File: config.mk
export PLATFORM = sky130hd
export DESIGN_NAME = fetch_unit
export DESIGN_NICKNAME = d
export VERILOG_FILES = /design/src/rtl/fetch_unit_pkg.sv /design/src/rtl/fetch_unit_pc_next.sv /design/src/rtl/fetch_unit.sv
export SDC_FILE = /design/constraint.sdc
export NUM_CORES = 1
export LEC_CHECK = 0
export BUFFER_PORTS_ARGS = -buffer_cell sky130_fd_sc_hd__buf_4
export CORE_AREA = 2 2 207 169
export DETAILED_ROUTE_END_ITERATION = 10
export DIE_AREA = 0 0 209 171
export PLACE_DENSITY = 0.52
export SYNTH_ARGS = -nofsm -noshare
export SYNTH_HDL_FRONTEND = slang
export SYNTH_SLANG_ARGS = --single-unit
File: constraint.sdc
create_clock -name clock -period 4.09 [get_ports clock]
set_input_delay 0.409 -clock clock [delete_from_list [all_inputs] [get_ports clock]]
set_output_delay 0.409 -clock clock [all_outputs]
set_load 0.03 [all_outputs]
File: src/rtl/fetch_unit_pkg.sv
// Shared fetch-stage constants: PC-select encoding (also used by the control unit),
// fetch state encoding and datapath widths.
package fetch_unit_pkg;

  localparam int PC_W    = 64;
  localparam int INSTR_W = 32;

  localparam logic [1:0] PS_HOLD = 2'b00;
  localparam logic [1:0] PS_INC  = 2'b01;
  localparam logic [1:0] PS_REG  = 2'b10;
  localparam logic [1:0] PS_REL  = 2'b11;

  typedef logic [1:0] fetch_state_t;
  localparam fetch_state_t ST_FETCH = 2'd0;
  localparam fetch_state_t ST_HOLD  = 2'd1;
  localparam fetch_state_t ST_FAULT = 2'd2;

  // Any select other than HOLD moves the PC and forces a refetch.
  function automatic logic ps_redirects(input logic [1:0] ps);
    return ps != PS_HOLD;
  endfunction

endpackage

File: src/rtl/fetch_unit_pc_next.sv
// Combinational next-PC selection: hold, +4, register target, or word-relative branch.
module pc_next
  import fetch_unit_pkg::*;
(
  input  logic [PC_W-1:0] pc,
  input  logic [1:0]      ps,
  input  logic [PC_W-1:0] k,
  input  logic [PC_W-1:0] pc_in,
  output logic [PC_W-1:0] next_pc
);

  always_comb begin
    next_pc = pc;
    case (ps)
      PS_INC:  next_pc = pc + 64'd4;
      PS_REG:  next_pc = pc_in;
      PS_REL:  next_pc = pc + (k << 2);  // top two offset bits fall off; wraps mod 2^64
      default: next_pc = pc;
    endcase
  end

endmodule

File: src/rtl/fetch_unit.sv
// Instruction fetch stage: PC register, req/ready fetch into the instruction register,
// PC update on advance. FETCH_TIMEOUT_EN adds a sticky fault when memory never answers.
module fetch_unit
  import fetch_unit_pkg::*;
#(
  parameter logic [63:0] RESET_PC       = 64'h0,
  parameter int unsigned TIMEOUT_CYCLES = 16
) (
  input  logic               clock,
  input  logic               reset,
  input  logic [1:0]         ps,
  input  logic [PC_W-1:0]    k,
  input  logic [PC_W-1:0]    pc_in,
  input  logic               advance,
  output logic               mem_req,
  output logic [PC_W-1:0]    mem_addr,
  input  logic [INSTR_W-1:0] mem_data,
  input  logic               mem_ready,
  output logic [INSTR_W-1:0] instruction,
  output logic               instr_valid,
  output logic [PC_W-1:0]    pc,
  output logic [PC_W-1:0]    pc_plus4,
  output logic               fetch_fault
);

  fetch_state_t        state_q, state_d;
  logic [PC_W-1:0]     pc_q, pc_d, next_pc;
  logic [INSTR_W-1:0]  instr_q, instr_d;
  logic                valid_q, valid_d;
  logic                in_reset_q;

  pc_next u_pc_next (
    .pc      (pc_q),
    .ps      (ps),
    .k       (k),
    .pc_in   (pc_in),
    .next_pc (next_pc)
  );

  // State is already FETCH while reset is held; in_reset_q keeps the request quiet until release.
  assign mem_req     = (state_q == ST_FETCH) && !in_reset_q;
  assign mem_addr    = pc_q;
  assign pc          = pc_q;
  assign pc_plus4    = pc_q + 64'd4;
  assign instruction = instr_q;
  assign instr_valid = valid_q;

`ifdef FETCH_TIMEOUT_EN
  localparam int CNT_W = (TIMEOUT_CYCLES > 1) ? $clog2(TIMEOUT_CYCLES) : 1;
  logic [CNT_W-1:0] cnt_q, cnt_d;
  logic             fault_q, fault_d;
  assign fetch_fault = fault_q;
`else
  assign fetch_fault = 1'b0;
`endif

  always_comb begin
    state_d = state_q;
    pc_d    = pc_q;
    instr_d = instr_q;
    valid_d = valid_q;
`ifdef FETCH_TIMEOUT_EN
    cnt_d   = cnt_q;
    fault_d = fault_q;
`endif
    case (state_q)
      ST_FETCH: begin
        if (mem_req) begin
          if (mem_ready) begin
            instr_d = mem_data;
            valid_d = 1'b1;
            state_d = ST_HOLD;
          end
`ifdef FETCH_TIMEOUT_EN
          else if (cnt_q == CNT_W'(TIMEOUT_CYCLES - 1)) begin
            fault_d = 1'b1;
            state_d = ST_FAULT;
          end else begin
            cnt_d = cnt_q + 1'b1;
          end
`endif
        end
      end
      ST_HOLD: begin
        if (advance && ps_redirects(ps)) begin
          pc_d    = next_pc;
          valid_d = 1'b0;
          state_d = ST_FETCH;
`ifdef FETCH_TIMEOUT_EN
          cnt_d   = '0;
`endif
        end
      end
      default: ;  // FAULT: only reset leaves
    endcase
  end

  always_ff @(posedge clock) begin
    if (reset) begin
      state_q    <= ST_FETCH;
      pc_q       <= RESET_PC;
      instr_q    <= '0;
      valid_q    <= 1'b0;
      in_reset_q <= 1'b1;
`ifdef FETCH_TIMEOUT_EN
      cnt_q      <= '0;
      fault_q    <= 1'b0;
`endif
    end else begin
      state_q    <= state_d;
      pc_q       <= pc_d;
      instr_q    <= instr_d;
      valid_q    <= valid_d;
      in_reset_q <= 1'b0;
`ifdef FETCH_TIMEOUT_EN
      cnt_q      <= cnt_d;
      fault_q    <= fault_d;
`endif
    end
  end

endmodule

==> results of run 1 <==
## logic make-up after synthesis
group / synth area share [%]
other: 0.03758
DFF: 19.66
muxes: 1.129
adders and majority gates: 7.975
and+or+nand+nor: 23.62
AOI/OAI and AO/OA: 29.19
buffers and inverters: 8.727
xor gates and xnor gates: 9.655
## per-stage QoR
step,power [mW],setup WS (ns)
after global routing,3.259,0.1257
after detailed placement,2.141,0.3132
after CTS,3.131,0.3050
final,3.113,0.2707
after floorplan,1.713,0.6558
after global placement,2.140,0.3932
## placed cells by master, fill, tap and decap left out, drive strengths merged, types with 7 or more instances in the layout
master,count
buf,432
nand2,181
a21oi,174
nor2,131
dfxtp,98
o21ai,98
xnor2,71
ha,62
nand3,48
xor2,39
a21o,30
nor3,29
and3,28
a211oi,24
inv,24
nand4,21
o21bai,16
and2,16
nand2b,13
a221oi,13
o21a,11
o221ai,11
o22ai,10
a31oi,10
and4,9
mux2i,9
clkbuf,9
nor2b,8
o211ai,8
nor4,8
o31ai,7
## report_power, final
group	switching [mW]	total (mW)	internal [mW]
combinational	0.656	1.08	0.424
clock	0.492	0.987	0.496
sequential	0.0544	1.05	0.991
total	1.20	3.11	1.91
## path summary, 6_finish.rpt
kind                           to  slack (ns)  depth (start not counted)            start
setup / recovery     pc_plus4[54]        0.27                         11      mem_addr[3]
hold / removal     instruction[4]        0.27                          3      mem_data[4]
setup reg to reg     mem_addr[42]        0.44                         13      mem_addr[2]
hold reg to reg   instruction[16]        0.46                          2  instruction[16]
## registers in the layout (all words and copies together), names as in the netlist
register and flops:
in_reset_q 1, mem_addr 64, instruction 32, instr_valid 1
## cell type report
cell class	instances	area, sq um	share of cell area [%]
antenna	1	2.502	0.01878
clock buffer	9	225.2	1.690
clock inverter	7	90.09	0.6760
inverter	19	71.32	0.5352
multi-input combinational	1156	7168	53.79
sequential	98	1962	14.72
tap	441	551.8	4.140
timing repair buffer	432	3256	24.43
## per-layer routing
metal | track usage (%) | share of wire, % | vias up
met4 | 6.615 | 1.8 | 0
met3 | 5.231 | 7.5 | 46
met2 | 38.54 | 43 | 478
li1 | - | - | 5650
met1 | 35.50 | 47 | 5534
met5 | 0 | 0 | -
## worst reg2reg max path, cell delays in order (launching register included)
cell	delay, ns
sky130_fd_sc_hd__dfxtp_1	0.34
sky130_fd_sc_hd__ha_1	0.19
sky130_fd_sc_hd__inv_1	0.06
sky130_fd_sc_hd__fa_1	0.38
sky130_fd_sc_hd__nand2b_1	0.20
sky130_fd_sc_hd__a211oi_1	0.30
sky130_fd_sc_hd__o21ai_1	0.24
sky130_fd_sc_hd__o211ai_1	0.35
sky130_fd_sc_hd__nand4_1	0.26
sky130_fd_sc_hd__nand2_2	0.16
sky130_fd_sc_hd__a311oi_2	0.15
sky130_fd_sc_hd__o31ai_1	0.36
sky130_fd_sc_hd__or4b_1	0.47
sky130_fd_sc_hd__o211ai_1	0.10
==> impl_metrics.env, run 1 <==
export IMPL_detailroute_via_count=11710
export IMPL_synth_main_ff_cell="sky130_fd_sc_hd__dfxtp_1"
export IMPL_worst_clock_skew_ns=0.008333
export IMPL_drive_above_1_share_pct=27.08
export IMPL_cellPowerDensity_nw_per_um2=233.6
export IMPL_tns_ns=0
export IMPL_coreArea_sq_um=33960
export IMPL_worst_setup_path_start_kind="register"
export IMPL_synth_area_leader_cell="sky130_fd_sc_hd__dfxtp_1"
export IMPL_wl_mm=46.27
export IMPL_first_global_vias=11110
export IMPL_core_rowCount=61
export IMPL_netlist_area_leader_share_pct=19.66
export IMPL_num_fill_cells=3571
export IMPL_outcome="finished, final reports clean"
export IMPL_numPlacedInstances=2146
export IMPL_cpPeakStageDelay_ns=0.40
export IMPL_layoutNonFillerInstCount=2163
export IMPL_synth_area_sq_um=9978
export IMPL_synthArstFlopShare_pct=0
export IMPL_detail_route_first_pass_iterations=5
export IMPL_netlist_cell_type_count=77
export IMPL_critical_path_buf_inv_count=2
export IMPL_measured_slew_at_the_worst_slew_check_pin_ns=1.194
export IMPL_hold_worst_slack_ns=0.2696
export IMPL_rsz0062_at_grt="false"
export IMPL_placedInstanceArea_sq_um=13010
export IMPL_die_width_um=209
export IMPL_clock_tree_buffer_depth=2
export IMPL_maxSlewViolCount=0
export IMPL_min_path_type="in -> reg"
export IMPL_grt_usage_pct=25.10
export IMPL_layout_min_cycle_time_ns=3.819
export IMPL_global_route_wire_length_before_repair_mm=68.43
export IMPL_clk_transition_reported_paths_ns=0.09
export IMPL_worstPathMaxFanout=5
export IMPL_cellLeakagePower_nw=6.138
export IMPL_syn2layout_area_growth_pct=33.55
export IMPL_drc_errors=0
export IMPL_htree_levels=3
export IMPL_layout_core_utilization_pct=39.24
export IMPL_design_portCount=393
export IMPL_drv_max_cap_violation_count=0
export IMPL_cp_arrival_ns=3.41
export IMPL_critical_path_most_common_cell="sky130_fd_sc_hd__buf_4"
export IMPL_fp_dieArea_sq_um=35740
export IMPL_critical_path_top_delay_family="simple AND/OR/NAND/NOR gates"
export IMPL_worst_ep_required_time_ns=3.68
export IMPL_numCtsBuffers=9
export IMPL_grt_overflow_total=0
export IMPL_syn_inst=1418
export IMPL_syn_nets=1647
export IMPL_drt_iter0_drc=945
export IMPL_synth_warnings=0
export IMPL_top_post_synthesis_cells_by_count="180 x sky130_fd_sc_hd__nand2_1, 174 x sky130_fd_sc_hd__a21oi_1, 131 x sky130_fd_sc_hd__nor2_1"
export IMPL_cts_root_buffer="sky130_fd_sc_hd__clkbuf_16"
export IMPL_timing_critical_path_slowest_stage_cell="sky130_fd_sc_hd__dfxtp_1"
export IMPL_slew_headroom_pct=20.41
export IMPL_cts_post_setup_buffers_inserted=0
export IMPL_timing_critical_path_cells="buf_4 > ha_1 > and4_1 > nand4_1 > nor3_4 > and2_1 > nand2_1 > nor2_1 > and3_1 > xor2_1 > buf_4"
export IMPL_cts_sink_count=98
export IMPL_die_y_um=171
export IMPL_timing_final_crit_share_pct=93.38
export IMPL_place_congestion=0.9106
export IMPL_criticalPathCategory="reg -> out"
export IMPL_initial_utilization_pct=29.38
export IMPL_timing_final_setup_violations=0
export IMPL_syn_mean_instance_area_sq_um=7.037
export IMPL_design_final_nets=1945
export IMPL_clk_insertion_delay_late_ns=0.38
export IMPL_synth_seq_cells=98
export IMPL_grt_antenna_before_repair=1
export IMPL_final_area_sq_um=13330
export IMPL_max_clock_freq_mhz=261.8
export IMPL_residual_antenna_violating_net_count_after_detailed_routing=0
export IMPL_grt_start_max_net_pins=64
export IMPL_cts_hold_buffers=0
export IMPL_count_of_cells_resized_by_post_cts_repair=0
export IMPL_synth_enable_flop_cells=0
export IMPL_input_output_buffers=389
export IMPL_synth_top_cells_by_area="sky130_fd_sc_hd__dfxtp_1 20%, sky130_fd_sc_hd__a21oi_1 8.7%, sky130_fd_sc_hd__ha_1 7.8%"
export IMPL_crit_path_end_kind="output pin"
export IMPL_detailedPlacementHpwl_mm=35.70
export IMPL_synthMostInstantiatedCell="sky130_fd_sc_hd__nand2_1"
export IMPL_finalHoldViolations=0
export IMPL_tritoncts="built"
export IMPL_peak_vdd_ir_uv=246.3
export IMPL_avgViaCountPerCell=5.413
export IMPL_yosysSeqAreaShare_pct=19.66
export IMPL_wl_per_cell_um=21.39
Note: power is estimated with default switching activity, not from simulation.
==> inputs of run 2 (changes only) <==
==> constraint.sdc (replaced) <==
create_clock -name clock -period 4.09 [get_ports clock]
set_input_delay 0 -clock clock [delete_from_list [all_inputs] [get_ports clock]]
set_output_delay 0 -clock clock [all_outputs]
set_load 0.03 [all_outputs]
==> run 2 against run 1 <==
  * Power barely moved
  * Via count rose by 1.9%
  * Cell count grew 1.8%
  * Hold slack lost 0.24 ns
  * Critical path type is now reg -> reg
==> impl_metrics.env, run 2 (same netlist as run 1, synthesis figures left out) <==
export IMPL_num_fill_cells=3551
export IMPL_coreArea_sq_um=33960
export IMPL_placedInstanceArea_sq_um=12960
export IMPL_die_y_um=171
export IMPL_cp_arrival_ns=3.99
export IMPL_hold_worst_slack_ns=0.02542
export IMPL_final_area_sq_um=13720
export IMPL_largest_reg_flops=64
export IMPL_crit_path_start="mem_addr[2]"
export IMPL_cts_hold_buffers=46
export IMPL_layout_min_cycle_time_ns=3.702
export IMPL_detail_route_first_pass_iterations=7
export IMPL_diodes=0
export IMPL_cts_post_setup_buffers_inserted=0
export IMPL_drv_max_cap_violation_count=0
export IMPL_cellPowerDensity_nw_per_um2=226.7
export IMPL_detailedPlacementHpwl_mm=35.95
export IMPL_report_power_total_mw=3.110
export IMPL_worstPathMaxFanout=4
export IMPL_detailroute_via_count=11940
export IMPL_layoutNonFillerInstCount=2203
export IMPL_grt_usage_pct=25.59
export IMPL_maxSlewViolCount=0
export IMPL_worst_setup_path_start_kind="register"
export IMPL_power_clock_fraction_pct=30.5
export IMPL_tns_ns=0
export IMPL_finalHoldViolations=0
export IMPL_timing_final_setup_violations=0
export IMPL_die_width_um=209
export IMPL_grt_start_max_net_pins=80
export IMPL_avgViaCountPerCell=5.418
export IMPL_cellLeakagePower_nw=6.293
export IMPL_layout_core_utilization_pct=40.40
export IMPL_netSwitchingFraction_pct=39.05
export IMPL_max_clock_freq_mhz=270.1
export IMPL_p_int_mw=1.896
export IMPL_htree_levels=3
export IMPL_worst_ep_required_time_ns=4.38
export IMPL_worst_clock_skew_ns=0.01310
export IMPL_hp_start="pc_in[40]"
export IMPL_cts_root_buffer="sky130_fd_sc_hd__clkbuf_16"
export IMPL_design_final_nets=1986
export IMPL_count_of_cells_resized_by_post_cts_repair=0
export IMPL_layout_common_cells="427 x sky130_fd_sc_hd__buf_4, 180 x sky130_fd_sc_hd__nand2_1, 173 x sky130_fd_sc_hd__a21oi_1"
export IMPL_min_path_type="in -> reg"
export IMPL_place_congestion=0.9359
export IMPL_peak_vdd_ir_uv=243.1
export IMPL_wl_per_cell_um=21.42
export IMPL_drive_above_1_share_pct=26.16
export IMPL_cts_sink_count=98
export IMPL_clk_insertion_delay_late_ns=0.38
export IMPL_first_global_vias=11490
export IMPL_criticalPathCategory="reg -> reg"
export IMPL_grt_overflow_total=0
export IMPL_worst_r2r_setup_slack_ns=0.39
export IMPL_part_of_the_power_in_registers_pct=33.6
export IMPL_numPlacedInstances=2141
export IMPL_clock_tree_buffer_depth=2
export IMPL_outcome="finished, final reports clean"
export IMPL_grt_antenna_before_repair=1
export IMPL_core_rowCount=61
export IMPL_syn2layout_area_growth_pct=37.51
export IMPL_design_portCount=393
export IMPL_place_ws_ns=0.4390
export IMPL_r2r_start="mem_addr[2]"
export IMPL_initial_utilization_pct=29.38
export IMPL_wl_mm=47.19
export IMPL_tritoncts="built"
export IMPL_rsz0062_at_grt="false"
export IMPL_input_output_buffers=389
export IMPL_drt_iter0_drc=978
export IMPL_crit_path_end_kind="register"
export IMPL_clk_transition_reported_paths_ns=0.08
export IMPL_p_comb_share_pct=36.0
export IMPL_slew_headroom_pct=18.66
export IMPL_p_switching_mw=1.215
export IMPL_measured_slew_at_the_worst_slew_check_pin_ns=1.220
export IMPL_fp_dieArea_sq_um=35740
export IMPL_residual_antenna_violating_net_count_after_detailed_routing=0
export IMPL_worst_slack_ns=0.3882
export IMPL_layout_commonest_cell="sky130_fd_sc_hd__buf_4"
export IMPL_drc_errors=0
export IMPL_numCtsBuffers=9
export IMPL_global_route_wire_length_before_repair_mm=70.06
export IMPL_timing_final_crit_share_pct=90.51
[run 2: changes by cell type in the layout (fill, tap and decap cells not counted), sizes merged]
cell         previous run  this run
inv                    24        25
dlygate4sd3             0        46
diode                   1         0
buf                   432       427
bufinv                  1         0
clkinv                  1         0
clkbuf                  9        10
[run 2: worst max-delay path, stage by stage, from the launching register on]
cell                       delay [ns]
sky130_fd_sc_hd__dfxtp_1         0.36
sky130_fd_sc_hd__ha_1            0.19
sky130_fd_sc_hd__inv_1           0.06
sky130_fd_sc_hd__fa_1            0.38
sky130_fd_sc_hd__nand2b_1        0.20
sky130_fd_sc_hd__a211oi_1        0.41
sky130_fd_sc_hd__o21ai_1         0.28
sky130_fd_sc_hd__o211ai_1        0.29
sky130_fd_sc_hd__nand4_1         0.26
sky130_fd_sc_hd__nand2_2         0.18
sky130_fd_sc_hd__a311oi_2        0.15
sky130_fd_sc_hd__o31ai_1         0.29
sky130_fd_sc_hd__or4b_1          0.46
sky130_fd_sc_hd__o211ai_1        0.10
[run 2: final cells by class]
cell class | instances | area [sq um] | share of cell area, %
Clock inverter | 6 | 62.56 | 0.4560
Multi-Input combinational cell | 1156 | 7168 | 52.24
Sequential cell | 98 | 1962 | 14.30
Clock buffer | 10 | 239.0 | 1.742
Inverter | 19 | 71.32 | 0.5198
Tap cell | 441 | 551.8 | 4.022
Timing Repair Buffer | 473 | 3666 | 26.72
[run 2: power groups by stage]
stage               Sequential [mW]  Combinational [mW]  Clock [mW]
global route                   1.05                1.20        1.00
global placement               1.06                1.07           0
finish                         1.04                1.12       0.948
floorplan                      1.13               0.585           0
CTS                            1.04                1.11       0.970
detailed placement             1.07                1.08           0
[run 2: per-layer routing]
metal  vias to the layer above  part of all wire (%)  wire length [um]  track usage, %
met2                       517                    44             20560           39.90
met4                         0                   1.5               697           5.466
met3                        43                   7.0              3310           4.497
met5                         -                     0                 0               0
li1                       5741                     -                 -               -
met1                      5634                    48             22620           36.69
[run 2: worst paths after layout]
path                           to  cells after the start
hold / removal       mem_addr[40]                      5
setup / recovery     mem_addr[42]                     13
setup reg to reg     mem_addr[42]                     13
hold reg to reg   instruction[14]                      2
==> inputs of run 3 (changes only) <==
==> constraint.sdc (replaced) <==
create_clock -name clock -period 4.09 [get_ports clock]
set_input_delay 0.2045 -clock clock [delete_from_list [all_inputs] [get_ports clock]]
set_output_delay 0.2045 -clock clock [all_outputs]
set_load 0.03 [all_outputs]
==> run 3 against run 2 <==
  * Final area shrank 3.1%
  * Worst setup slack gained 0.060 ns
  * Fmax increased by 1.7%
  * Sequential power about the same
  * Die area is the same
==> impl_metrics.env, run 3 (same netlist as run 1, synthesis figures left out) <==
export IMPL_core_rowCount=61
export IMPL_timing_final_crit_share_pct=89.04
export IMPL_input_output_buffers=389
export IMPL_finalHoldViolations=0
export IMPL_numCtsBuffers=9
export IMPL_peak_vdd_ir_uv=257.2
export IMPL_p_comb_share_pct=34.8
export IMPL_p_switching_mw=1.200
export IMPL_max_clock_freq_mhz=274.6
export IMPL_rsz0062_at_grt="false"
export IMPL_clock_tree_buffer_depth=2
export IMPL_global_route_wire_length_before_repair_mm=68.69
export IMPL_tns_ns=0
export IMPL_die_y_um=171
export IMPL_criticalPathCategory="reg -> out"
export IMPL_count_of_cells_resized_by_post_cts_repair=0
export IMPL_first_global_vias=11200
export IMPL_netSwitchingFraction_pct=38.60
export IMPL_cellLeakagePower_nw=6.115
export IMPL_detailedPlacementHpwl_mm=35.58
export IMPL_fp_dieArea_sq_um=35740
export IMPL_initial_utilization_pct=29.38
export IMPL_slew_headroom_pct=15.86
export IMPL_worst_setup_path_start_kind="register"
export IMPL_layout_core_utilization_pct=39.16
export IMPL_p_int_mw=1.909
export IMPL_maxSlewViolCount=0
export IMPL_drv_max_cap_violation_count=0
export IMPL_residual_antenna_violating_net_count_after_detailed_routing=0
export IMPL_layout_min_cycle_time_ns=3.642
export IMPL_outcome="finished, final reports clean"
export IMPL_grt_overflow_total=0
export IMPL_drive_above_1_share_pct=26.91
export IMPL_drc_errors=0
export IMPL_cts_post_setup_buffers_inserted=0
export IMPL_design_final_nets=1941
export IMPL_cp_arrival_ns=3.44
export IMPL_grt_start_max_net_pins=78
export IMPL_syn2layout_area_growth_pct=33.28
export IMPL_worst_clock_skew_ns=0.01027
export IMPL_clk_insertion_delay_late_ns=0.37
export IMPL_detailroute_via_count=11790
export IMPL_grt_antenna_before_repair=3
export IMPL_largest_reg_flops=64
export IMPL_measured_slew_at_the_worst_slew_check_pin_ns=1.262
export IMPL_worst_ep_required_time_ns=3.89
export IMPL_cts_root_buffer="sky130_fd_sc_hd__clkbuf_16"
export IMPL_power_clock_fraction_pct=31.7
export IMPL_clk_transition_reported_paths_ns=0.09
export IMPL_detail_route_first_pass_iterations=5
export IMPL_place_congestion=0.9159
export IMPL_timing_final_setup_violations=0
export IMPL_worstPathMaxFanout=9
export IMPL_cts_hold_buffers=0
export IMPL_min_path_type="in -> reg"
export IMPL_drt_iter0_drc=769
export IMPL_part_of_the_power_in_registers_pct=33.6
export IMPL_grt_usage_pct=25.09
export IMPL_wl_mm=46.39
export IMPL_layout_commonest_cell="sky130_fd_sc_hd__buf_4"
export IMPL_layout_common_cells="427 x sky130_fd_sc_hd__buf_4, 180 x sky130_fd_sc_hd__nand2_1, 173 x sky130_fd_sc_hd__a21oi_1"
export IMPL_die_width_um=209
export IMPL_design_portCount=393
export IMPL_wl_per_cell_um=21.48
export IMPL_cts_sink_count=98
export IMPL_cellPowerDensity_nw_per_um2=233.8
export IMPL_htree_levels=3
export IMPL_crit_path_end_kind="output pin"
export IMPL_avgViaCountPerCell=5.458
export IMPL_tritoncts="built"
export IMPL_coreArea_sq_um=33960
## run 3: worst paths after layout
| kind | startpoint | to | slack, ns | cells after the start |
|---|---|---|---|---|
| hold reg to reg | instruction[5] | instruction[5] | 0.46 | 2 |
| hold / removal | mem_data[3] | instruction[3] | 0.07 | 3 |
| setup reg to reg | mem_addr[7] | mem_addr[62] | 0.51 | 11 |
| setup / recovery | mem_addr[2] | pc_plus4[54] | 0.45 | 11 |
## run 3: per-stage QoR
| stage | instances | power (mW) | instance area, sq um | setup WS (ns) | hold WS [ns] |
|---|---|---|---|---|---|
| 6_report | 2160 | 3.109 | 13300 | 0.4484 | 0.06972 |
| 3_5_place_dp | 2142 | 2.139 | 12980 | 0.5490 | 0.4466 |
| 3_3_place_gp | 2142 | 2.138 | 12980 | 0.6005 | 0.4420 |
| 5_1_grt | 2159 | 3.258 | 13300 | 0.2738 | 0.06235 |
| 2_1_floorplan | 1418 | 1.713 | 9978 | 0.6558 | 0.2322 |
| 4_1_cts | 2158 | 3.133 | 13290 | 0.4834 | 0.05143 |
## run 3: power by group through the flow
stage	Combinational, mW	Clock [mW]	Sequential (mW)
after global placement	1.07	0	1.06
after CTS	1.08	1.01	1.04
after global routing	1.17	1.04	1.05
final	1.08	0.985	1.04
after detailed placement	1.07	0	1.06
after floorplan	0.585	0	1.13
## run 3: layout make-up
type                       instances  area [sq um]
tap                              441         551.8
clock buffer                       9         225.2
sequential                        98          1962
inverter                          19         71.32
antenna                            2         5.005
fill                            3608         20660
clock inverter                     7         90.09
timing repair buffer             428          3226
multi-input combinational       1156          7168
## run 3: worst max-delay path, stage by stage, from the launching register on
cell and delay [ns]:
sky130_fd_sc_hd__dfxtp_1 0.34, sky130_fd_sc_hd__buf_4 0.18, sky130_fd_sc_hd__ha_1 0.23, sky130_fd_sc_hd__and4_1 0.23, sky130_fd_sc_hd__nand4_1 0.26, sky130_fd_sc_hd__nor3_4 0.32
sky130_fd_sc_hd__and2_1 0.31, sky130_fd_sc_hd__nand2_1 0.26, sky130_fd_sc_hd__nor2_1 0.32, sky130_fd_sc_hd__and3_1 0.27, sky130_fd_sc_hd__xor2_1 0.16, sky130_fd_sc_hd__buf_4 0.18
## run 3: layer usage
metal | track usage, % | vias to the layer above | routed length, um
li1 | - | 5658 | -
met1 | 35.91 | 5586 | 22230
met2 | 38.16 | 495 | 19790
met3 | 5.396 | 49 | 3538
met4 | 5.901 | 2 | 813
met5 | 0 | - | 16
